File: src/rtl/stopwatch_lap_ctrl.sv
// Stopwatch control FSM with a small lap buffer.
// Routes either live time or a recalled lap to the display.
module stopwatch_lap_ctrl #(
    parameter int LAP_DEPTH = 4
) (
    input  logic                         clk,
    input  logic                         reset,
    input  logic                         i_btn_run,
    input  logic                         i_btn_clear,
    input  logic                         i_btn_lap,
    input  logic [6:0]                   msec,
    input  logic [6:0]                   sec,
    input  logic [6:0]                   min,
    input  logic [6:0]                   hour,
    output logic                         o_run,
    output logic                         o_clear,
    output logic [6:0]                   d_msec,
    output logic [6:0]                   d_sec,
    output logic [6:0]                   d_min,
    output logic [6:0]                   d_hour,
    output logic [$clog2(LAP_DEPTH):0]   o_lap_cnt,
    output logic [$clog2(LAP_DEPTH)-1:0] o_view_idx,
    output logic                         o_lap_full,
    output logic                         o_lap_ovf
);

    localparam int IW = $clog2(LAP_DEPTH);
    localparam logic [IW:0] CNT_FULL = LAP_DEPTH[IW:0];

    typedef enum logic [1:0] {
        ST_STOP,
        ST_RUN,
        ST_CLEAR,
        ST_VIEW
    } state_t;

    state_t        state;
    state_t        state_nx;
    logic [IW:0]   lap_cnt;
    logic [IW:0]   lap_cnt_nx;
    logic [IW-1:0] view_idx;
    logic [IW-1:0] view_idx_nx;
    logic          ovf;
    logic          ovf_nx;
    logic          capture;
    logic          view_last;
    logic [27:0]   laps [LAP_DEPTH];
    logic [27:0]   shown;

    assign view_last = ({1'b0, view_idx} == (lap_cnt - 1'b1));

    // One button per cycle: run beats clear beats lap, even if the
    // winner is ignored in the current state.
    always_comb begin
        state_nx    = state;
        lap_cnt_nx  = lap_cnt;
        view_idx_nx = view_idx;
        ovf_nx      = 1'b0;
        capture     = 1'b0;
        unique case (state)
            ST_STOP: begin
                if (i_btn_run) begin
                    state_nx = ST_RUN;
                end else if (i_btn_clear) begin
                    state_nx    = ST_CLEAR;
                    lap_cnt_nx  = '0;
                    view_idx_nx = '0;
                end else if (i_btn_lap && lap_cnt != '0) begin
                    state_nx    = ST_VIEW;
                    view_idx_nx = '0;
                end
            end
            ST_RUN: begin
                if (i_btn_run) begin
                    state_nx = ST_STOP;
                end else if (i_btn_clear) begin
                    state_nx = ST_RUN;
                end else if (i_btn_lap) begin
                    if (lap_cnt == CNT_FULL) begin
                        ovf_nx = 1'b1;
                    end else begin
                        capture    = 1'b1;
                        lap_cnt_nx = lap_cnt + 1'b1;
                    end
                end
            end
            ST_CLEAR: begin
                state_nx = ST_STOP;
            end
            ST_VIEW: begin
                if (i_btn_run) begin
                    state_nx = ST_STOP;
                end else if (i_btn_clear) begin
                    state_nx    = ST_CLEAR;
                    lap_cnt_nx  = '0;
                    view_idx_nx = '0;
                end else if (i_btn_lap) begin
                    view_idx_nx = view_last ? '0 : view_idx + 1'b1;
                end
            end
            default: begin
                state_nx = ST_STOP;
            end
        endcase
    end

    always_ff @(posedge clk or posedge reset) begin
        if (reset) begin
            state    <= ST_STOP;
            lap_cnt  <= '0;
            view_idx <= '0;
            ovf      <= 1'b0;
        end else begin
            state    <= state_nx;
            lap_cnt  <= lap_cnt_nx;
            view_idx <= view_idx_nx;
            ovf      <= ovf_nx;
        end
    end

    // Storage needs no reset: lap_cnt alone decides what is valid.
    always_ff @(posedge clk) begin
        if (capture) begin
            laps[lap_cnt[IW-1:0]] <= {hour, min, sec, msec};
        end
    end

    assign shown = (state == ST_VIEW) ? laps[view_idx]
                                      : {hour, min, sec, msec};

    assign o_run      = (state == ST_RUN);
    assign o_clear    = (state == ST_CLEAR);
    assign o_lap_cnt  = lap_cnt;
    assign o_view_idx = view_idx;
    assign o_lap_full = (lap_cnt == CNT_FULL);
    assign o_lap_ovf  = ovf;
    assign d_hour     = shown[27:21];
    assign d_min      = shown[20:14];
    assign d_sec      = shown[13:7];
    assign d_msec     = shown[6:0];

endmodule

File: config.mk
export PLATFORM = sky130hd
export DESIGN_NAME = stopwatch_lap_ctrl
export DESIGN_NICKNAME = d
export VERILOG_FILES = /design/src/rtl/stopwatch_lap_ctrl.sv
export SDC_FILE = /design/constraint.sdc
export NUM_CORES = 1
export LEC_CHECK = 0
export ABC_AREA = 0
export CORE_ASPECT_RATIO = 1.25
export CORE_MARGIN = 3
export CORE_UTILIZATION = 59
export CTS_CLUSTER_DIAMETER = 200
export DETAILED_ROUTE_END_ITERATION = 10
export GPL_ROUTABILITY_DRIVEN = 0
export PLACE_DENSITY_LB_ADDON = 0.05
export SLEW_MARGIN = 20
export SYNTH_ARGS = -nofsm -noshare
export SYNTH_HDL_FRONTEND = slang
export SYNTH_SLANG_ARGS = --single-unit
File: constraint.sdc
create_clock -name clk -period 5.35 [get_ports clk]
set_clock_uncertainty 0.05 [all_clocks]
set_input_delay 1.07 -clock clk [delete_from_list [all_inputs] [get_ports clk]]
set_output_delay 1.07 -clock clk [all_outputs]
set_load 0.05 [all_outputs]
==> impl_table.tex <==
\begin{tabular}{lr}
\hline
Metric & Value \\
\hline
\multicolumn{2}{l}{\textbf{Run status}} \\
\quad Run status & completed \\
\multicolumn{2}{l}{\textbf{Critical path}} \\
\quad CP Data Required Time & 4.23 ns \\
\quad Worst path arrival time & 3.15 ns \\
\quad Chain of cells forming the critical path & mux4\_2, mux2\_4, clkdlybuf4s50\_1 \\
\quad Worst Path Buf+Inv & 1 \\
\quad Largest fanout on the critical path & 30 \\
\quad Dominant delay contributor by cell family on the critical path & flip-flops \\
\quad Slowest cell on the critical path & sky130\_fd\_sc\_hd\_\_dfrtp\_2 \\
\quad Crit end category & output pin \\
\quad CP Launch Type & flop \\
\quad Crit path kind & reg2out \\
\quad Slowest Stage Delay on Critical Path & 1.01 ns \\
\quad Cell depth of the worst flop-to-flop path & 6 \\
\quad Critical Path Stages & 3 \\
\multicolumn{2}{l}{\textbf{Run}} \\
\quad Number of maximum-capacitance violations & 0 \\
\multicolumn{2}{l}{\textbf{Clock network}} \\
\quad Hold-fix buffer count after cts & 0 \\
\quad CTS max path bufs & 2 \\
\quad Clock Latency Late Sink & 0.51 ns \\
\quad H-Tree Depth & 4 \\
\quad CTS sink cnt & 120 \\
\quad \# Post-CTS Setup Buffers & 0 \\
\quad Clock root buffer & sky130\_fd\_sc\_hd\_\_clkbuf\_8 \\
\quad Resized cells post-CTS & 0 \\
\quad Clock-pin slew on the worst setup and hold paths & 0.05 ns \\
\quad TritonCTS Buffers & 17 \\
\quad TritonCTS clock tree & done \\
\multicolumn{2}{l}{\textbf{Route}} \\
\quad Number of nets still failing antenna checks after routing & 0 \\
\quad Number of detailed-routing iterations run before antenna repair & 5 \\
\quad Final Routed Wirelength & 9.723 mm \\
\quad Via count normalized by instance count & 5.909 \\
\quad Mean routed wirelength per cell & 21.05 microns \\
\quad DRC & 0 \\
\quad Overall via count from detail\_route & 2,730 \\
\quad First DRT Iteration DRCs & 152 \\
\multicolumn{2}{l}{\textbf{Power}} \\
\quad IR Drop Worst-Case VDD & 0.0003961 V \\
\quad Power density relative to cell area & 492.9 mW/mm\^{}2 \\
\quad Total Power & 0.003205 W \\
\quad Leakage power figure & 2.208 nW \\
\multicolumn{2}{l}{\textbf{Floorplan}} \\
\quad Starting density of the core & 0.6182 \\
\quad Top Ports & 70 \\
\quad Core footprint & 0.008379 sq mm \\
\quad DIE AREA & 0.009947 sq mm \\
\quad Chip height & 110.8 microns \\
\quad Number of cell rows & 37 \\
\quad Chip Width & 89.81 microns \\
\multicolumn{2}{l}{\textbf{STA}} \\
\quad Count of final setup violators & 0 \\
\quad Max-Slew Margin vs Limit & 0.3052 \\
\quad Final worst path period need & 4.265 ns \\
\quad RSZ-0062 raised after global routing & false \\
\quad Hold WS & 0.5348 ns \\
\quad Slew at the pin closest to its max-slew limit & 1.042 ns \\
\quad Final Max Tran Viols & 0 \\
\quad Hold Violations, Final & 0 \\
\quad Maximum clock frequency & 234.5 MHz \\
\quad Setup total negative slack & 0 ns \\
\quad Worst Setup Slack, final & 1.085 ns \\
\quad Period utilization & 0.7972 \\
\multicolumn{2}{l}{\textbf{Final layout}} \\
\quad Antenna cells & 0 \\
\quad Total of fill cells in the finished design & 478 \\
\quad Most common cell after layout, fill and taps aside & sky130\_fd\_sc\_hd\_\_edfxtp\_1 \\
\quad Synthesis-to-finish area growth & 25.53\% \\
\quad Most frequent cells in the layout & sky130\_fd\_sc\_hd\_\_edfxtp\_1, sky130\_fd\_sc\_hd\_\_clkdlybuf4s50\_1, sky130\_fd\_sc\_hd\_\_mux4\_2 \\
\quad Net count, final & 377 \\
\quad Ratio of cells with drive above 1 in the final layout & 0.2754 \\
\quad Final instance area & 0.006502 sq mm \\
\multicolumn{2}{l}{\textbf{Synth}} \\
\quad Share of synthesized registers carrying an async set or reset & 0.06667 \\
\quad Post-synthesis cell area & 0.005180 sq mm \\
\quad Average size of a mapped cell & 20.72 sq um \\
\quad Sequential cell area fraction in the yosys report & 0.6879 \\
\quad Post-synth top flop & sky130\_fd\_sc\_hd\_\_edfxtp\_1 \\
\quad Number of unique standard cell types used by synthesis & 42 \\
\quad Count of synthesis-stage warnings from yosys & 0 \\
\quad Number of flops mapped to enable cells by yosys & 112 \\
\quad Flip-flop and latch count after synthesis & 120 \\
\quad Gate Count Post-Synth & 250 \\
\quad Synthesized net count & 294 \\
\multicolumn{2}{l}{\textbf{Global route}} \\
\quad GRT Residual Overflow & 0 \\
\quad Global-route wire length before repair & 16.04 mm \\
\quad Number of antenna violations at the first check in global routing & 0 \\
\quad Global routing usage summed across all routing layers & 0.2152 \\
\quad Maximum number of pins on one net before global-route repair & 32 \\
\quad Vias in the first global route & 3,012 \\
\multicolumn{2}{l}{\textbf{Placed design}} \\
\quad Port Buffers & 69 \\
\quad Placed cell area & 0.005972 sq mm \\
\quad Post-DP HPWL & 5.758 mm \\
\quad Worst Setup Slack post-DPL & 1.514 ns \\
\multicolumn{2}{l}{\textbf{Hold path}} \\
\quad Hold depth & 1 \\
\quad Type of the worst min-delay path & reg2reg \\
\hline
\end{tabular}
## layout make-up
type	instances	area, sq um	share of cell area
inverters	9	33.78	0.005195
flip-flops and latches	120	3565	0.5482
well taps	117	146.4	0.02251
multi-input cells	111	1499	0.2305
clock buffers	18	417.9	0.06427
clock inverters	13	112.6	0.01732
repair buffers	74	728.2	0.1120
## worst paths after layout
path | to | from | slack [ns]
max | d_min[2] | o_view_idx[0] | 1.08
min reg2reg | o_lap_cnt[1] | o_lap_cnt[1] | 0.53
min in group asynchronous | o_lap_cnt[0] | reset | 0.77
max reg2reg | laps[1][21] | o_lap_cnt[0] | 2.80
min | o_lap_cnt[1] | o_lap_cnt[1] | 0.53
max in group asynchronous | o_view_idx[0] | reset | 4.20
## power breakdown
part / total [W] / internal (W) / switching [W]
clock: 0.00101 / 0.000644 / 0.000363
combinational: 0.00103 / 0.000464 / 0.000569
sequential: 0.00116 / 0.00108 / 0.0000892
total: 0.00321 / 0.00218 / 0.00102
## synth_stat cells (all sizes together), types with 2 or more instances
cell type	count	area [sq um]
a211oi	2	20.02
edfxtp	112	3363
ha	11	137.6
inv	9	33.78
mux4	28	638.1
nand2	2	7.510
a21oi	2	10.01
a21bo	2	20.02
dfrtp	8	200.2
nor2	3	11.26
mux2	30	412.9
nor3	2	10.01
and2	3	18.77
buf	10	98.85
xor2	2	17.52
a22o	2	17.52
nand4	2	12.51
o21ai	4	23.77
## stage by stage
stage	instances	util
after floorplan	250	-
after global placement	431	0.7127
after detailed placement	431	0.7127
after CTS	462	0.7760
after global routing	462	0.7760
final	462	0.7760
## flip-flops by register name, summed over array words and instances (netlist names)
register and cells:
o_view_idx 2, o_lap_cnt 3, state 2, o_lap_ovf 1, laps 112
## logic make-up (layout without fill, tap and decap cells)
family	count (synthesis)	count (layout)	share of synthesized area
AO/OA/AOI/OAI	18	18	0.02754
XOR/XNOR	3	3	0.005073
adder cells (fa/ha/maj)	11	11	0.02657
buffers and inverters	19	114	0.02560
flip-flops	120	120	0.6879
multiplexers	59	59	0.2048
AND/OR/NAND/NOR	20	20	0.02247
## layer usage
layer,part of all wire,global-route usage,up-vias,routed length (microns)
met1,0.40,0.2620,1407,3851
met3,0.054,0.06653,23,528
met4,0.025,0.08691,0,247
li1,-,-,1191,-
met2,0.52,0.3604,109,5096
met5,0,0,-,0
No activity file was read; power rests on OpenSTA's default activity.
